==> config.mk <==
export PLATFORM = sky130hd
export DESIGN_NAME = simple_cpu_sequencer_flat
export DESIGN_NICKNAME = d
export VERILOG_FILES = /design/src/rtl/simple_cpu_sequencer_pkg.sv /design/src/rtl/simple_cpu_sequencer_if.sv /design/src/rtl/simple_cpu_sequencer_prog_mem.sv /design/src/rtl/simple_cpu_sequencer.sv /design/src/flat_wrapper.sv
export SDC_FILE = /design/constraint.sdc
export NUM_CORES = 1
export LEC_CHECK = 0
export BUFFER_PORTS_ARGS = -buffer_cell sky130_fd_sc_hd__buf_2
export CAP_MARGIN = 20
export CORE_ASPECT_RATIO = 1.5
export CORE_UTILIZATION = 40
export DETAILED_ROUTE_END_ITERATION = 10
export PLACE_DENSITY = 0.52
export SKIP_CTS_REPAIR_TIMING = 1
export SYNTH_ARGS = -nofsm -noshare
export SYNTH_HDL_FRONTEND = slang
export SYNTH_SLANG_ARGS = --single-unit
==> constraint.sdc <==
create_clock -name clk -period 2.75 [get_ports clk]
set_clock_uncertainty 0.05 [all_clocks]
set_input_delay 0.55 -clock clk [delete_from_list [all_inputs] [get_ports clk]]
set_output_delay 0.55 -clock clk [all_outputs]
set_load 0.02 [all_outputs]
==> src/rtl/simple_cpu_sequencer_pkg.sv <==
// rtl/simple_cpu_sequencer_pkg.sv - shared class codes, state encodings and widths for the sequencer
package simple_cpu_sequencer_pkg;

  localparam int DEF_INSTR_WIDTH = 20;
  localparam int DEF_PC_BITS     = 5;
  localparam int CNT_BITS        = 8;

  typedef enum logic [1:0] {
    CLS_HALT  = 2'b00,
    CLS_ALU   = 2'b01,
    CLS_LOAD  = 2'b10,
    CLS_STORE = 2'b11
  } cls_e;

  typedef enum logic [2:0] {
    S_IDLE   = 3'd0,
    S_FETCH  = 3'd1,
    S_DECODE = 3'd2,
    S_EXEC   = 3'd3,
    S_DONE   = 3'd4
  } state_e;

  // Counter preload is N-1 so that the cnt==0 cycle is the last of N hold cycles.
  function automatic logic [CNT_BITS-1:0] hold_last(input cls_e cls, input int alu_n,
                                                    input int load_n, input int store_n);
    case (cls)
      CLS_LOAD:  return CNT_BITS'(load_n - 1);
      CLS_STORE: return CNT_BITS'(store_n - 1);
      default:   return CNT_BITS'(alu_n - 1);
    endcase
  endfunction

endpackage

==> src/rtl/simple_cpu_sequencer_if.sv <==
// rtl/simple_cpu_sequencer_if.sv - host-facing program-load, control and instruction bus
interface simple_cpu_sequencer_if #(
  parameter int INSTR_WIDTH = 20,
  parameter int PC_BITS     = 5
);
  logic                   prog_we;
  logic [PC_BITS-1:0]     prog_addr;
  logic [INSTR_WIDTH-1:0] prog_data;
  logic                   start;
  logic                   halt_req;
  logic [INSTR_WIDTH-1:0] instr_out;
  logic [PC_BITS-1:0]     pc;
  logic                   busy;
  logic                   done;

  modport master (
    output prog_we, prog_addr, prog_data, start, halt_req,
    input  instr_out, pc, busy, done
  );

  modport slave (
    input  prog_we, prog_addr, prog_data, start, halt_req,
    output instr_out, pc, busy, done
  );
endinterface

==> src/rtl/simple_cpu_sequencer_prog_mem.sv <==
// rtl/simple_cpu_sequencer_prog_mem.sv - program memory, one write port, one synchronous write-first read port
module sc_prog_mem #(
  parameter int DW = 20,
  parameter int AW = 5
) (
  input  logic          clk,
  input  logic          we,
  input  logic [AW-1:0] waddr,
  input  logic [DW-1:0] wdata,
  input  logic [AW-1:0] raddr,
  output logic [DW-1:0] rdata
);
  logic [DW-1:0] mem [2**AW];

  // Contents survive reset so a program can be rerun after a reset.
  always_ff @(posedge clk) begin
    if (we) begin
      mem[waddr] <= wdata;
    end
    if (we && (waddr == raddr)) begin
      rdata <= wdata;
    end else begin
      rdata <= mem[raddr];
    end
  end
endmodule

==> src/rtl/simple_cpu_sequencer.sv <==
// rtl/simple_cpu_sequencer.sv - fetches program words and holds each on instr_out for its class cycle count
module simple_cpu_sequencer
  import simple_cpu_sequencer_pkg::*;
#(
  parameter int INSTR_WIDTH  = DEF_INSTR_WIDTH,
  parameter int PC_BITS      = DEF_PC_BITS,
  parameter int ALU_CYCLES   = 3,
  parameter int LOAD_CYCLES  = 4,
  parameter int STORE_CYCLES = 3
) (
  input  logic                 clk,
  input  logic                 rst,
  simple_cpu_sequencer_if.slave bus
);
  localparam logic [PC_BITS-1:0] PC_LAST = {PC_BITS{1'b1}};

  state_e                 state;
  logic [PC_BITS-1:0]     pc_r;
  logic [INSTR_WIDTH-1:0] instr_r;
  logic [CNT_BITS-1:0]    cnt;
  logic                   busy_r;
  logic                   done_r;
  logic [INSTR_WIDTH-1:0] rdata;
  logic                   mem_we;
  cls_e                   cls;

  assign mem_we = bus.prog_we && !busy_r;
  assign cls    = cls_e'(rdata[INSTR_WIDTH-1 -: 2]);

  sc_prog_mem #(
    .DW(INSTR_WIDTH),
    .AW(PC_BITS)
  ) u_mem (
    .clk   (clk),
    .we    (mem_we),
    .waddr (bus.prog_addr),
    .wdata (bus.prog_data),
    .raddr (pc_r),
    .rdata (rdata)
  );

  always_ff @(posedge clk) begin
    if (rst) begin
      state   <= S_IDLE;
      pc_r    <= '0;
      instr_r <= '0;
      cnt     <= '0;
      busy_r  <= 1'b0;
      done_r  <= 1'b0;
    end else begin
      case (state)
        S_IDLE, S_DONE: begin
          if (bus.start) begin
            pc_r   <= '0;
            busy_r <= 1'b1;
            done_r <= 1'b0;
            state  <= S_FETCH;
          end
        end
        S_FETCH: begin
          state <= S_DECODE;
        end
        S_DECODE: begin
          if (cls == CLS_HALT) begin
            busy_r <= 1'b0;
            done_r <= 1'b1;
            state  <= S_DONE;
          end else begin
            instr_r <= rdata;
            cnt     <= hold_last(cls, ALU_CYCLES, LOAD_CYCLES, STORE_CYCLES);
            state   <= S_EXEC;
          end
        end
        S_EXEC: begin
          if (cnt == '0) begin
            // Dropping to zero here yields the two no-op bubbles through FETCH/DECODE.
            instr_r <= '0;
            if (bus.halt_req || (pc_r == PC_LAST)) begin
              busy_r <= 1'b0;
              done_r <= 1'b1;
              state  <= S_DONE;
            end else begin
              pc_r  <= pc_r + 1'b1;
              state <= S_FETCH;
            end
          end else begin
            cnt <= cnt - 1'b1;
          end
        end
        default: begin
          instr_r <= '0;
          busy_r  <= 1'b0;
          done_r  <= 1'b0;
          state   <= S_IDLE;
        end
      endcase
    end
  end

  assign bus.instr_out = instr_r;
  assign bus.pc        = pc_r;
  assign bus.busy      = busy_r;
  assign bus.done      = done_r;
endmodule
==> src/flat_wrapper.sv <==
// flat-port wrapper written by rule: the top's interface ports become plain ports
module simple_cpu_sequencer_flat import simple_cpu_sequencer_pkg::*;
#(
  parameter int INSTR_WIDTH  = DEF_INSTR_WIDTH,
  parameter int PC_BITS      = DEF_PC_BITS,
  parameter int ALU_CYCLES   = 3,
  parameter int LOAD_CYCLES  = 4,
  parameter int STORE_CYCLES = 3
)
  (clk, rst, bus_prog_we, bus_prog_addr, bus_prog_data, bus_start, bus_halt_req, bus_instr_out, bus_pc, bus_busy, bus_done);
  simple_cpu_sequencer_if #(.INSTR_WIDTH(INSTR_WIDTH), .PC_BITS(PC_BITS)) bus_i ();
  input  logic clk;
  input  logic rst;
  input wire logic [$bits(bus_i.prog_we)-1:0] bus_prog_we;
  input wire logic [$bits(bus_i.prog_addr)-1:0] bus_prog_addr;
  input wire logic [$bits(bus_i.prog_data)-1:0] bus_prog_data;
  input wire logic [$bits(bus_i.start)-1:0] bus_start;
  input wire logic [$bits(bus_i.halt_req)-1:0] bus_halt_req;
  output wire logic [$bits(bus_i.instr_out)-1:0] bus_instr_out;
  output wire logic [$bits(bus_i.pc)-1:0] bus_pc;
  output wire logic [$bits(bus_i.busy)-1:0] bus_busy;
  output wire logic [$bits(bus_i.done)-1:0] bus_done;
  assign bus_i.prog_we = bus_prog_we;
  assign bus_i.prog_addr = bus_prog_addr;
  assign bus_i.prog_data = bus_prog_data;
  assign bus_i.start = bus_start;
  assign bus_i.halt_req = bus_halt_req;
  assign bus_instr_out = bus_i.instr_out;
  assign bus_pc = bus_i.pc;
  assign bus_busy = bus_i.busy;
  assign bus_done = bus_i.done;
  simple_cpu_sequencer #(.INSTR_WIDTH(INSTR_WIDTH), .PC_BITS(PC_BITS), .ALU_CYCLES(ALU_CYCLES), .LOAD_CYCLES(LOAD_CYCLES), .STORE_CYCLES(STORE_CYCLES)) u_core (.clk(clk), .rst(rst), .bus(bus_i));
endmodule
==> results_tabular.tex <==
\begin{tabular}{lr}
\hline
Metric & Value \\
\hline
\multicolumn{2}{l}{\textbf{Worst hold path}} \\
Worst hold-check path type & in -> reg \\
\multicolumn{2}{l}{\textbf{Placed design}} \\
Total placed cells including tap cells & 2196 \\
Final weighted congestion in routability-driven placement & 0.7984 \\
Port Buf Inserts & 56 \\
Post-detailed-placement cell area & 28820 µm² \\
Setup WS pre-CTS & -0.06795 ns \\
Detailed-placement wirelength estimate & 39840 µm \\
\multicolumn{2}{l}{\textbf{Floorplan}} \\
Total die area & $\sim$67000 µm² \\
Overall die width & 212.2 µm \\
Initial Util & 0.4039 \\
Core region area & 65610 µm² \\
I/O pin count & 57 \\
Number of core rows & approximately 120 \\
Die outline height & 317.2 µm \\
\multicolumn{2}{l}{\textbf{Synthesis}} \\
Number of synthesized register bits & 683 \\
Unique masters post-synth & 49 \\
Top cell type's share of synthesized area & 0.7252 \\
Post-synth EDFFs & 640 \\
Cells after synthesis & 1232 \\
Net count of the mapped netlist & 1266 \\
Synthesized cell area & around 26000 µm² \\
Most area-hungry cell type in the Yosys netlist & edfxtp\_1 \\
Async set-or-reset flop fraction in the synthesized netlist & 0 \\
Portion of the post-synthesis area used by sequential elements & 0.7577 \\
Yosys warning total & 0 \\
Post-synth top flop & edfxtp\_1 \\
Synth top cells by count & edfxtp\_1 (640), mux4\_2 (180), nor2\_1 (51) \\
Post-synthesis area per instance & between 20 and 25 µm² \\
Top post-synthesis cells by area & edfxtp\_1 (73\%), mux4\_2 (15\%), dfxtp\_1 (3.2\%) \\
Library cell with the highest instance count after synthesis & edfxtp\_1 \\
\multicolumn{2}{l}{\textbf{Critical path}} \\
WP data required & 3.22 ns \\
Cell with the largest stage delay on the worst path & mux4\_2 \\
Flop-to-flop setup slack & $\sim$0.087 ns \\
Sort of element at the end of the critical path & register \\
Biggest fanout along the worst timing path & 26 \\
CP Launch Type & register \\
Cell-by-cell listing of the critical path & buf\_12 > buf\_12 > buf\_4 > mux4\_2 > mux4\_2 > mux2i\_2 > or4\_1 > a21oi\_1 \\
Max stage delay on crit path & around 0.53 ns \\
Worst EP arrival & 3.13 ns \\
Kind of critical path & reg -> reg \\
\multicolumn{2}{l}{\textbf{Drt}} \\
TritonRoute pass-1 iters & 6 \\
Remaining design rule violation count & 0 \\
ANT nets after route & 0 \\
Vias after detailed routing & 12.74k \\
Average via count per standard cell & roughly 5.5 \\
Iteration-0 DRC count of the detailed router & approximately 1.1k \\
Total wire length after detailed routing & 67240 µm \\
Average routed wire per standard cell & roughly 29 µm \\
\multicolumn{2}{l}{\textbf{Clock network}} \\
Clk sinks & 683 \\
Clk buf depth & 3 \\
Number of clock buffers inserted by TritonCTS & 61 \\
Worst-path clk slew & approximately 0.06 ns \\
Number of levels the H-tree was split into & 2 \\
Clock network latency to the later pin of the worst-skew pair & $\sim$0.64 ns \\
Library cell used as clock root buffer & clkbuf\_16 \\
Clock tree from TritonCTS & yes \\
\multicolumn{2}{l}{\textbf{Finish}} \\
Non-filler cells in the finished layout & between 2k and 2.5k \\
Fillers & approximately 5.5k \\
Syn-to-layout area delta & 16.15\% \\
Diodes inserted & 0 \\
Post-route standard cell area excluding fillers & 30780 µm² \\
Ratio of cells with drive above 1 in the final layout & 0.3354 \\
Nets & 1416 \\
\multicolumn{2}{l}{\textbf{STA}} \\
Transition time at the pin with the least slew margin & 0.5890 ns \\
Final hold violations & 0 \\
Worst slew margin & 0.6073 \\
Final setup slack of the worst path & 0.08731 ns \\
Crit share post-route & 0.9683 \\
Slew Viols, Final & 0 \\
Number of failing setup endpoints in the final timing report & 0 \\
Peak clock frequency supported by timing & 375.6 MHz \\
Post-layout min period & 2.663 ns \\
Setup repair after global routing missed its margin & false \\
\multicolumn{2}{l}{\textbf{Run}} \\
Max Cap Violations & 0 \\
\multicolumn{2}{l}{\textbf{Outcome}} \\
Outcome & finished, final reports clean \\
\multicolumn{2}{l}{\textbf{Global route}} \\
Global route total overflow & 0 \\
Number of global-route vias before repair & about 13k \\
Initial antenna violation count & 3 \\
Wire length of the first global-routing pass & 97210 µm \\
Pin count of the biggest net entering global routing & 45 \\
Global-route usage over all layers & 0.2068 \\
\multicolumn{2}{l}{\textbf{Power}} \\
Overall power consumption & roughly 0.020 W \\
Maximum VDD drop & between 0.0004 and 0.0005 V \\
Leakage component of the power & 9.319 nW \\
Total power divided by cell area & approximately 660 nW/µm² \\
\hline
\end{tabular}
cells by family (layout without fill, tap and decap cells):
family	count (synthesis)	after routing	share of synthesized area
compound gates	102	102	0.02479
fa+ha+maj	4	4	0.001889
buf+inv	74	273	0.01681
flops	683	683	0.7577
mux	230	230	0.1719
simple gates	139	139	0.02691
cell usage in the layout, fill, tap and decap left out, drive strengths merged, types with 24 or more instances in the layout:
cell type  count
buf          156
nand2         24
clkbuf        80
dfxtp         43
nor2          52
mux4         180
o21ai         25
a21oi         45
edfxtp       640
mux2i         50
cell type report:
cell class,count,area [µm²],area share
Clock inverter,32,266.5,0.008659
Sequential cell,683,20090,0.6528
Multi-Input combinational cell,475,6111,0.1985
Tap cell,877,1097,0.03565
Timing Repair Buffer,156,1531,0.04976
Clock buffer,80,1660,0.05395
Inverter,5,18.77,0.0006098
power breakdown:
group,switching [W],internal (W),leakage (nW),total (W)
combinational,0.000389,0.000174,2.27,0.000564
sequential,0.0000380,0.0114,6.11,0.0115
clock,0.00372,0.00461,0.937,0.00833
total,0.00415,0.0162,9.32,0.0204
per-stage QoR:
| stage | utilization | hold WS, ns | TNS [ns] |
|---|---|---|---|
| after global placement | 0.4393 | 0.3459 | -0.04531 |
| after CTS | 0.4686 | 0.1686 | -0.08877 |
| after global routing | 0.4691 | 0.1994 | 0 |
| final | 0.4691 | 0.2157 | 0 |
| after detailed placement | 0.4393 | 0.3533 | -0.08725 |
| after floorplan | - | 0.4059 | 0 |
sequential cells by signal, indices dropped and copies added, names as in the netlist, named ones only:
| name | cells |
|---|---|
| u_core.bus.instr_out | 20 |
| u_core.state | 3 |
| u_core.cnt | 8 |
| u_core.u_mem.mem | 640 |
| u_core.bus.busy | 1 |
| u_core.bus.pc | 5 |
| u_core.bus.done | 1 |
worst paths after layout:
path | from | end | cells past startpoint
max | register | u_core.bus.instr_out[7] | 8
min | bus_start | u_core.state[2] | 4
max reg2reg | register | u_core.bus.instr_out[7] | 8
min reg2reg | u_core.bus.pc[4] | register | 0
critical path, delay by kind of cell (launching register included):
kind / cells / cell delay [ns]
AO/OA/AOI/OAI: 1 / 0.06
buffers and inverters: 3 / 0.64
flip-flops: 1 / 0.48
multiplexers: 3 / 1.12
AND/OR/NAND/NOR: 1 / 0.16
layer usage:
metal	GRT usage	vias to the layer above	part of all wire
li1	-	5469	-
met1	0.2474	6890	0.38
met2	0.3885	284	0.55
met3	0.03071	93	0.041
met4	0.04842	4	0.020
met5	0	-	0.00034
No activity file was read; power rests on OpenSTA's default activity.
